===== src/rtl/button_event_unit.sv =====
// button_event_unit: turns the debouncer's validated sample stream
// (count_finished strobe + db_signal level) into press / release /
// long-press / auto-repeat pulses, a held level and a wrapping press count.
// Optional feature macro: AUTO_REPEAT_EN (repeat counter and repeat_pulse).
// Without it, repeat_pulse is tied low and LONG simply waits for release.
// dbg_state exposes the FSM state (0=IDLE, 1=PRESSED, 2=LONG).
//
// Handshake: count_finished is a one-cycle sample-valid strobe with no
// back-pressure; every clock with count_finished=1 is consumed as a sample,
// db_signal is ignored otherwise, and one sample per clock is accepted.
module button_event_unit #(
   parameter int LONG_SAMPLES   = 16,
   parameter int REPEAT_SAMPLES = 4,
   parameter int CNT_W          = 8
) (
   input  logic       clk,
   input  logic       reset,
   input  logic       count_finished,
   input  logic       db_signal,
   output logic       btn_level,
   output logic       press_pulse,
   output logic       release_pulse,
   output logic       long_press_pulse,
   output logic       repeat_pulse,
   output logic [7:0] press_count,
   output logic [1:0] dbg_state
);

   typedef enum logic [1:0] {
      ST_IDLE    = 2'd0,
      ST_PRESSED = 2'd1,
      ST_LONG    = 2'd2
   } state_t;

   localparam logic [CNT_W-1:0] LONG_C = CNT_W'(LONG_SAMPLES);

   // Elaboration-time guard on the legal counter ranges
   if (LONG_SAMPLES < 1 || LONG_SAMPLES > (2**CNT_W) - 1 ||
       REPEAT_SAMPLES < 1 || REPEAT_SAMPLES > (2**CNT_W) - 1) begin : g_param_check
      $error("button_event_unit: LONG_SAMPLES/REPEAT_SAMPLES out of range for CNT_W");
   end

   state_t           r_state;
   state_t           w_state_nxt;
   logic [CNT_W-1:0] r_hold_cnt;
   logic [CNT_W-1:0] w_hold_nxt;
   logic [CNT_W-1:0] w_hold_inc;
   logic             w_hold_hit;

   logic             r_btn_level;
   logic             r_press;
   logic             r_release;
   logic             r_long;
   logic [7:0]       r_press_count;

   logic             w_level_nxt;
   logic             w_press_nxt;
   logic             w_release_nxt;
   logic             w_long_nxt;
   logic [7:0]       w_count_nxt;

   assign w_hold_inc = r_hold_cnt + 1'b1;
   assign w_hold_hit = (w_hold_inc == LONG_C);

`ifdef AUTO_REPEAT_EN
   localparam logic [CNT_W-1:0] REP_C = CNT_W'(REPEAT_SAMPLES);

   logic [CNT_W-1:0] r_rep_cnt;
   logic [CNT_W-1:0] w_rep_nxt;
   logic [CNT_W-1:0] w_rep_inc;
   logic             w_rep_hit;
   logic             r_repeat;
   logic             w_repeat_nxt;

   assign w_rep_inc = r_rep_cnt + 1'b1;
   assign w_rep_hit = (w_rep_inc == REP_C);

   // Repeat counter: counts high samples in LONG, cleared on entry and on release
   always_comb begin
      w_rep_nxt    = r_rep_cnt;
      w_repeat_nxt = 1'b0;
      if (count_finished) begin
         if (!db_signal) begin
            w_rep_nxt = '0;
         end else if (r_state == ST_LONG) begin
            if (w_rep_hit) begin
               w_rep_nxt    = '0;
               w_repeat_nxt = 1'b1;
            end else begin
               w_rep_nxt = w_rep_inc;
            end
         end else if (r_state == ST_PRESSED && w_hold_hit) begin
            w_rep_nxt = '0;
         end else if (r_state == ST_IDLE) begin
            w_rep_nxt = '0;
         end
      end
   end

   // Repeat counter and pulse registers
   always_ff @(posedge clk or posedge reset) begin
      if (reset) begin
         r_rep_cnt <= '0;
         r_repeat  <= 1'b0;
      end else begin
         r_rep_cnt <= w_rep_nxt;
         r_repeat  <= w_repeat_nxt;
      end
   end

   assign repeat_pulse = r_repeat;
`else
   assign repeat_pulse = 1'b0;
`endif

   // State register plus hold counter and registered outputs
   always_ff @(posedge clk or posedge reset) begin
      if (reset) begin
         r_state       <= ST_IDLE;
         r_hold_cnt    <= '0;
         r_btn_level   <= 1'b0;
         r_press       <= 1'b0;
         r_release     <= 1'b0;
         r_long        <= 1'b0;
         r_press_count <= 8'd0;
      end else begin
         r_state       <= w_state_nxt;
         r_hold_cnt    <= w_hold_nxt;
         r_btn_level   <= w_level_nxt;
         r_press       <= w_press_nxt;
         r_release     <= w_release_nxt;
         r_long        <= w_long_nxt;
         r_press_count <= w_count_nxt;
      end
   end

   // Next-state and hold counter; non-sample cycles hold everything
   always_comb begin
      w_state_nxt = r_state;
      w_hold_nxt  = r_hold_cnt;
      if (count_finished) begin
         case (r_state)
            ST_IDLE: begin
               if (db_signal) begin
                  w_hold_nxt  = CNT_W'(1);
                  w_state_nxt = (LONG_SAMPLES == 1) ? ST_LONG : ST_PRESSED;
               end
            end
            ST_PRESSED: begin
               if (db_signal) begin
                  w_hold_nxt = w_hold_inc;
                  if (w_hold_hit) w_state_nxt = ST_LONG;
               end else begin
                  w_hold_nxt  = '0;
                  w_state_nxt = ST_IDLE;
               end
            end
            ST_LONG: begin
               // hold_cnt stays saturated at LONG_SAMPLES while in LONG
               if (!db_signal) begin
                  w_hold_nxt  = '0;
                  w_state_nxt = ST_IDLE;
               end
            end
            default: begin
               w_hold_nxt  = '0;
               w_state_nxt = ST_IDLE;
            end
         endcase
      end
   end

   // Output decode: pulses default low, level and count hold between samples
   always_comb begin
      w_level_nxt   = r_btn_level;
      w_press_nxt   = 1'b0;
      w_release_nxt = 1'b0;
      w_long_nxt    = 1'b0;
      w_count_nxt   = r_press_count;
      if (count_finished) begin
         case (r_state)
            ST_IDLE: begin
               if (db_signal) begin
                  w_press_nxt = 1'b1;
                  w_level_nxt = 1'b1;
                  w_count_nxt = r_press_count + 8'd1;
                  w_long_nxt  = (LONG_SAMPLES == 1);
               end
            end
            ST_PRESSED: begin
               if (db_signal) begin
                  w_long_nxt = w_hold_hit;
               end else begin
                  w_release_nxt = 1'b1;
                  w_level_nxt   = 1'b0;
               end
            end
            ST_LONG: begin
               if (!db_signal) begin
                  w_release_nxt = 1'b1;
                  w_level_nxt   = 1'b0;
               end
            end
            default: begin
               w_level_nxt = 1'b0;
            end
         endcase
      end
   end

   assign btn_level        = r_btn_level;
   assign press_pulse      = r_press;
   assign release_pulse    = r_release;
   assign long_press_pulse = r_long;
   assign press_count      = r_press_count;
   assign dbg_state        = r_state;

endmodule


===== config.mk =====
export PLATFORM = sky130hd
export DESIGN_NAME = button_event_unit
export DESIGN_NICKNAME = d
export VERILOG_FILES = /design/src/rtl/button_event_unit.sv
export SDC_FILE = /design/constraint.sdc
export NUM_CORES = 1
export LEC_CHECK = 0
export BUFFER_PORTS_ARGS = -buffer_cell sky130_fd_sc_hd__buf_2
export CORE_MARGIN = 5
export CORE_UTILIZATION = 42
export CTS_CLUSTER_DIAMETER = 50
export DETAILED_ROUTE_END_ITERATION = 6
export PLACE_DENSITY = 0.64
export SLEW_MARGIN = 30
export SYNTH_ARGS = -nofsm -noshare
export SYNTH_HDL_FRONTEND = slang
export SYNTH_SLANG_ARGS = --single-unit

===== constraint.sdc =====
create_clock -name clk -period 1.7 [get_ports clk]
set_input_delay 0.34 -clock clk [delete_from_list [all_inputs] [get_ports clk]]
set_output_delay 0.34 -clock clk [all_outputs]
set_load 0.02 [all_outputs]

# Word level (Yosys, flattened, before mapping)
# Cells that the tools add are included.
[classes] add_sub_neg=2 n_eq_ne=7 mux=21 n_reduce_logical=6
[op_table] operator="two-way mux 8 bit" n=3
[op_table] operator="case mux 8 bit (3 select lines)" n=1
[op_table] operator="adder 8 x 1 -> 8 bit (second input constant)" n=2
[op_table] operator="two-way mux 1 bit" n=11
[op_table] operator="AND reduction 3 bit" n=3
[op_table] operator="== test 8 x 5 -> 1 bit (second input constant)" n=1
[op_table] operator="two-way mux 2 bit" n=4
[op_table] operator="!= test 2 bit (second input constant)" n=3
[op_table] operator="case mux 2 bit (3 select lines)" n=1
[op_table] operator="AND reduction 4 bit" n=1
[op_table] operator="!= test 3 bit (second input constant)" n=1
[op_table] operator="== test 2 x 1 -> 1 bit (second input constant)" n=1
[op_table] operator="== test 2 bit (second input constant)" n=1
[op_table] operator="zero test 2 bit" n=1
[op_table] operator="case mux 1 bit (2 select lines)" n=1
[op_table] operator="OR reduction 2 bit" n=1
[totals] register_bits=22 out_inout_bits=15

# Logic depth before layout (Yosys ltp)
# Gate-level depths: netlist of the first run.
[depth] word_depth=5 depth_mapped=7 mapped_depth_nobuf=6

# Least setup slack after synthesis of the first run
# No wires, ideal clock.
[synth_path] path_type="reg-to-reg" start="reg r_state[0], in the netlist dbg_state[0]" end="reg r_press_count[5], in the netlist press_count[5]" arrival_time_ns=1.537 path_buffers=1 synth_period_minus_slack_ns=1.666 setup_slack_ns=0.034 setup_time_ns=0.129 path_stages_with_launch=8 required_time_ns=1.571 path_cell_list="dfrtp_1 > inv_1 > ha_1 > and3_1 > buf_6 > and4_4 > nand3_2 > xnor2_1"
[synth_between] elab_chain_len=2
[synth_lines] item="start, declared" line_no="43" text="state_t r_state;"
[synth_lines] item="start signal, assigned" line_no="127" text="r_state <= w_state_nxt;"
[synth_lines] item="zero test 2 bit" line_no="181" text="case (r_state)"
[synth_lines] item="AND reduction 3 bit (no source line)"
[synth_lines] item="end signal, assigned" line_no="133" text="r_press_count <= w_count_nxt;"
[synth_lines] item="end, declared" line_no="54" text="logic [7:0] r_press_count;"
# No other way between the ends.
# A chain may end at the register's enable or synchronous reset.

# Final worst setup path of the first run
[layout_path] start="reg r_state[1], in the netlist dbg_state[1]" end="reg r_hold_cnt[2]"
[layout_between] elab_chain_len=3 elab_cells_between_ends=7 classes_between="4 x eq/ne; 1 x mux; 2 x reduce/logical"
[layout_lines] item="== test 2 bit or zero test 2 bit (tied branches)" line_no="142" text="case (r_state)"
[layout_lines] item="!= test 2 bit (no source line)"
[layout_lines] item="AND reduction 3 bit (no source line)"
[layout_lines] item="end signal, assigned" line_no="128" text="r_hold_cnt <= w_hold_nxt;"
[layout_lines] item="end, declared" line_no="45" text="logic [CNT_W-1:0] r_hold_cnt;"
# Parallel ways exist; a longest one is shown, timed or not.

==> flow_metrics.tcl, run 1 <==
set metrics [dict create \
    ctsRootBufferMaster "clkbuf_4" \
    dp_cells 159 \
    p_leak_nw 0.6468 \
    yosysUniqueCellTypes 35 \
    cts.clk_slew.worst_paths_ns 0.13 \
    drc 0 \
    final_common_cell "dfrtp_1" \
    finalCritPeriodShare_pct 97.30 \
    clock_skew_ns 0.002598 \
    num_antenna_cells 0 \
    powerDensity_mw_per_mm2 1334 \
    min_period_ns 1.654 \
    synth_seq_cells 22 \
    routed_wirelength_um 2200 \
    cp_max_fo 6 \
    cts_num_sinks 22 \
    dp_hpwl_um 1529 \
    crit_required_ns 1.91 \
    crit_type "reg -> reg" \
    wl_per_cell_um 13.33 \
    timing.fmax_mhz 604.6 \
    drv_slew 0 \
    design.die.area_mm2 0.003835 \
    ys_seq_area_share_pct 48.62 \
    stdcell_count 165 \
    cp-start-kind "flop" \
    start_util_pct 44.89 \
    overflow 0 \
    worstPathCellList "inv_1, ha_1, mux2i_2, and2_4, o21ai_0, a21o_1" \
    critPathBufInv 1 \
    cts_max_level 1 \
    nets 145 \
    syn-mean-instance-area_um2 9.933 \
    pin_count 19 \
    fp-row-count 18 \
    cpPeakStageDelay_ns 0.44 \
    clockBufferDepth 2 \
    netlist_area_mm2 0.001132 \
    endpoint_kind "flop" \
    detail-route-antenna-nets 0 \
    finalPower_mw 1.753 \
    final_area_mm2 0.001314 \
    final_cell_mix "22 x dfrtp_1, 17 x buf_2, 16 x nand2_1, 7 x o21ai_0" \
    drt_iter0_drc 22 \
    fp.dieW_um 61.93 \
    grtUsageTotal_pct 13.57 \
    worst_slack_ns 0.04595 \
    grt_antenna_before_repair 0 \
    path_delay_family "flip-flops" \
    placed_area_mm2 0.001239 \
    cts_made_buffers 3 \
    layout-drive-gt1-share_pct 24.44 \
    grt_pass1_wl_um 3884 \
    hold_class "in -> async" \
    cts_tree "done" \
    first_global_vias 853 \
    yosys_warnings 0 \
    status "finished clean" \
    clkLatencyLatePin_ns 0.30 \
    setup_tns_ns 0 \
    core_area_mm2 0.002522 \
    drv_cap 0 \
    vias_per_cell 5.503 \
    gp_congestion 0.8580 \
    grt_max_degree 23 \
    die-height_um 61.93 \
    cp.arrival_ns 1.86 \
    vdd_drop_max_uv 895.8 \
    port_buffers 17 \
    synthCells 114 \
    dp_slack_ns 0.1192 \
    setup_viol 0 \
    synthesis.nets 123 \
    num_vias 908 \
    drtPass1Iterations 6 \
    critPathSlowestCell "dfrtp_1" \
    area_delta_synth_final_pct 16.02 \
    report.final.hold_viol_count 0 \
    postCtsHoldBufs 0 \
]
Yosys cell counts (all sizes together):
master,number,area (um2)
a21o,1,7.510
and4,1,11.26
nand4,3,18.77
a21oi,4,20.02
a41oi,1,8.760
nor3b,1,7.510
mux2,1,11.26
nand2b,2,12.51
xnor2,5,43.79
and2,2,13.77
o31ai,3,22.52
a211o,1,8.760
xor2,2,17.52
dfrtp,22,550.5
nor2,5,18.77
o41ai,1,8.760
inv,3,11.26
or2,1,6.260
nor4,1,6.260
a31oi,3,18.77
ha,5,62.56
nand4b,1,8.760
conb,1,3.750
and3,4,25.02
nand2,17,63.81
clkbuf,1,3.750
mux2i,1,10.01
buf,4,35.03
o21ai,11,55.05
nand3,6,40.04
kinds of logic after synthesis:
family | Yosys count | synth area share, %
compound gates | 25 | 13.26
buf+inv | 8 | 4.419
flops | 22 | 48.62
fa+ha+maj | 5 | 5.525
xor+xnor | 7 | 5.414
simple gates | 44 | 20.55
other cells | 1 | 0.3312
mux | 2 | 1.878
repair_timing:
item,CTS,global route
setup buffers,0,2
gates resized for setup,0,6
setup endpoints to repair,0,7
stage by stage:
stage          util, %  hold WS (ns)
2_1_floorplan        -        0.3292
3_3_place_gp     49.11        0.3900
3_5_place_dp     49.11        0.3929
4_1_cts          51.19       0.04219
5_1_grt          52.08       0.05086
6_report         52.08       0.04490
state kept, by name (all words and copies together), names as in the netlist:
name / flops
btn_level: 1
dbg_state: 2
long_press_pulse: 1
press_count: 8
press_pulse: 1
r_hold_cnt: 8
release_pulse: 1
worst paths after layout:
| path | from | endpoint | slack, ns | cells past startpoint |
|---|---|---|---|---|
| worst max-delay path | dbg_state[1]$_DFFE_PP0P_ | r_hold_cnt[2]$_DFFE_PP0P_ | 0.05 | 6 |
| worst min-delay path | reset | r_hold_cnt[1]$_DFFE_PP0P_ | 0.04 | 3 |
| worst max register to register | dbg_state[1]$_DFFE_PP0P_ | r_hold_cnt[2]$_DFFE_PP0P_ | 0.05 | 6 |
| worst min register to register | press_count[7]$_DFFE_PP0P_ | press_count[7]$_DFFE_PP0P_ | 0.47 | 1 |
| max in group asynchronous | reset | r_hold_cnt[2]$_DFFE_PP0P_ | 1.44 | 3 |
| min in group clk | db_signal | release_pulse$_DFF_PP0_ | 0.28 | 2 |
worst register-to-register path, stage by stage, from the launching register on:
cell	delay [ns]
dfrtp_1	0.44
inv_1	0.09
ha_1	0.26
mux2i_2	0.27
and2_4	0.23
o21ai_0	0.10
a21o_1	0.19
report_power, final:
part           internal [mW]  switching (mW)  leakage [nW]
Sequential             0.635           0.122         0.292
Combinational          0.229           0.369         0.327
Clock                  0.238           0.160        0.0279
final cells by class:
cell class / instances / area [um2]
inverters: 3 / 11.26
fillers: 240 / 1209
flip-flops and latches: 22 / 550.5
clock inverters: 1 / 30.03
repair buffers: 22 / 122.6
well taps: 30 / 37.54
clock buffers: 3 / 22.52
multi-input cells: 84 / 539.3
layer usage:
| layer | track usage, % | wire length (um) | vias to the layer above |
|---|---|---|---|
| li1 | - | - | 440 |
| met1 | 19.33 | 1064 | 432 |
| met2 | 20.03 | 978 | 34 |
| met3 | 2.893 | 134 | 2 |
| met4 | 5.455 | 22 | 0 |
| met5 | 0 | 0 | - |
No activity file was read; power rests on OpenSTA's default activity.
==> run 2, diff against run 1 <==
--- a/config.mk
+++ b/config.mk
@@ -5,11 +5,13 @@
 export SDC_FILE = /design/constraint.sdc
 export NUM_CORES = 1
 export LEC_CHECK = 0
+export ABC_AREA = 1
 export BUFFER_PORTS_ARGS = -buffer_cell sky130_fd_sc_hd__buf_2
 export CORE_MARGIN = 5
 export CORE_UTILIZATION = 42
 export CTS_CLUSTER_DIAMETER = 50
 export DETAILED_ROUTE_END_ITERATION = 6
+export GPL_ROUTABILITY_DRIVEN = 0
 export PLACE_DENSITY = 0.64
 export SLEW_MARGIN = 30
 export SYNTH_ARGS = -nofsm -noshare
==> constraint.sdc (replaced) <==
create_clock -name clk -period 1.55 [get_ports clk]
set_input_delay 0.31 -clock clk [delete_from_list [all_inputs] [get_ports clk]]
set_output_delay 0.31 -clock clk [all_outputs]
set_load 0.02 [all_outputs]
==> flow_metrics.tcl, run 2 <==
set metrics [dict create \
    fin_util_pct 58.28 \
    cp_max_fo 6 \
    finalCritPeriodShare_pct 98.68 \
    status "finished clean" \
    hold_class "in -> async" \
    ys_async_sr_fraction_pct 100.0 \
    synth.most_common_cell "nand2_1" \
    grt_antenna_before_repair 0 \
    ctsRootBufferMaster "clkbuf_4" \
    synth_edf_count 0 \
    design.die.area_mm2 0.003842 \
    endpoint_kind "flop" \
    pin_count 19 \
    nets 163 \
    yosys.area.top_type_share_pct 48.51 \
    fp.dieW_um 61.98 \
    drtPass1Iterations 4 \
    ys_top_cells_by_count "25 x nand2_1, 22 x dfrtp_1, 17 x inv_1" \
    timing.fmax_mhz 653.8 \
    endpoint "dbg_state[0]$_DFFE_PP0P_" \
    final_common_cell "dfrtp_1" \
    crit_type "reg -> reg" \
    cts_made_buffers 3 \
    clkLatencyLatePin_ns 0.31 \
    num_vias 915 \
    grtUsageTotal_pct 13.47 \
    synthesis.nets 134 \
    cp.arrival_ns 1.75 \
    vias_per_cell 5.000 \
    wl_per_cell_um 13.51 \
    crit_required_ns 1.77 \
    finalPower_mw 2.177 \
    synth_seq_cells 22 \
    layout-drive-gt1-share_pct 36.60 \
    cp-start-kind "flop" \
    cts.clk_slew.worst_paths_ns 0.13 \
    synthCells 125 \
    r2r_cells 9 \
    cts_max_level 1 \
    drc 0 \
    report.final.hold_viol_count 0 \
    port_buffers 17 \
    clock_skew_ns 0.001397 \
    dp_slack_ns -0.01874 \
    holdWs_ns 0.009402 \
    syn-mean-instance-area_um2 9.079 \
    yosys_warnings 0 \
    final_cell_mix "21 x dfrtp_1, 20 x nand2_1, 18 x buf_2, 16 x inv_1" \
    p_leak_nw 0.6994 \
    stdcell_count 183 \
    synth_flop_cell "dfrtp_1" \
    cpPeakStageDelay_ns 0.51 \
    critPathBufInv 0 \
    path_delay_family "simple AND/OR/NAND/NOR gates" \
    fp-row-count 18 \
    worstReg2RegEnd "dbg_state[0]$_DFFE_PP0P_" \
    drv_slew 0 \
    grt_max_degree 23 \
    yosysUniqueCellTypes 24 \
    setup_viol 0 \
    worst_r2r_startpoint "r_hold_cnt[3]$_DFFE_PP0P_" \
    drv_cap 0 \
    reg2reg_slack_ns 0.02 \
    detail-route-antenna-nets 0 \
    first_global_vias 870 \
    start_util_pct 44.99 \
    routed_wirelength_um 2472 \
    drt_iter0_drc 28 \
    grt_pass1_wl_um 3843 \
    core_area_mm2 0.002522 \
    grt_setup_unrepaired "true" \
    vdd_drop_max_uv 978.9 \
    cpMostUsedCell "nand2_1" \
    die-height_um 61.98 \
    cts_num_sinks 22 \
    num_antenna_cells 0 \
    clockBufferDepth 2 \
    yosysTopAreaCell "dfrtp_1" \
    crit_cells 9 \
    worst_slack_ns 0.02041 \
    overflow 0 \
    dp_cells 174 \
    dp_hpwl_um 1680 \
    synthTopCellsByArea "dfrtp_1 49%, nand2_1 8.3%, inv_1 5.6%" \
    worstPathCellList "nand2_1, nor2_1, nand3_1, nand2_1, nand3_1, nand2_2, nand2_2, nand2_1, nand2_1" \
    powerDensity_mw_per_mm2 1480 \
    ys_seq_area_share_pct 48.51 \
    crit_start "r_hold_cnt[3]$_DFFE_PP0P_" \
    area_delta_synth_final_pct 29.55 \
    min_period_ns 1.530 \
    cts_tree "done" \
    netlist_area_mm2 0.001135 \
    critPathSlowestCell "dfrtp_1" \
]
-- run 2: worst min path at each step --
stage	startpoint	end	slack [ns]	cells past startpoint
after floorplan	reset	btn_level$_DFFE_PP0P_	0.30	1
after global placement	reset	press_count[7]$_DFFE_PP0P_	0.36	3
after detailed placement	reset	press_count[6]$_DFFE_PP0P_	0.37	3
after CTS	reset	press_count[6]$_DFFE_PP0P_	0.01	3
after global routing	reset	press_count[5]$_DFFE_PP0P_	0.02	3
final	reset	press_count[6]$_DFFE_PP0P_	0.009	3
-- run 2: timing repair --
item,CTS,global route
endpoints found under the setup margin,7,13
setup buffers,0,4
gates resized for setup,2,25
hold buffers,0,0
endpoints found under the hold margin,0,0
gates cloned,0,1
pin swaps,0,9
-- run 2: tightest hold or removal path, stage by stage --
cell,delay (ns)
buf_2,0.09
inv_1,0.04
buf_4,0.28
-- run 2: power breakdown --
part           switching [mW]  internal, mW
combinational           0.516         0.402
sequential              0.117         0.697
clock                   0.183         0.261
-- run 2: layout make-up --
cell class	count	area, um2
Fill cell	238	1052
Multi-Input combinational cell	83	595.6
Sequential cell	22	551.8
Timing Repair Buffer	27	168.9
Inverter	17	63.81
Tap cell	30	37.54
Clock inverter	1	30.03
Clock buffer	3	22.52
-- run 2: kinds of logic (layout without fill, tap and decap cells) --
kind of cell | after synthesis | in the layout | synth area share [%]
adders and majority gates | 5 | 5 | 5.513
DFF | 22 | 22 | 48.51
AOI/OAI and AO/OA | 13 | 13 | 7.276
and+or+nand+nor | 56 | 56 | 24.59
other | 1 | 1 | 0.3304
buffers and inverters | 20 | 48 | 7.607
xor gates and xnor gates | 8 | 8 | 6.174
-- run 2: per-layer routing --
layer	vias to the layer above	wire, um	track usage (%)
met5	-	0	0
met2	29	1227	21.60
met3	8	129	2.066
met4	0	65	4.545
li1	457	-	-
met1	421	1049	18.51
-- run 2: stage by stage --
stage | TNS (ns) | instance area [um2]
2_1_floorplan | 0 | 1135
3_3_place_gp | 0 | 1272
3_5_place_dp | -0.04419 | 1272
4_1_cts | 0 | 1330
5_1_grt | -0.3054 | 1470
6_report | 0 | 1470
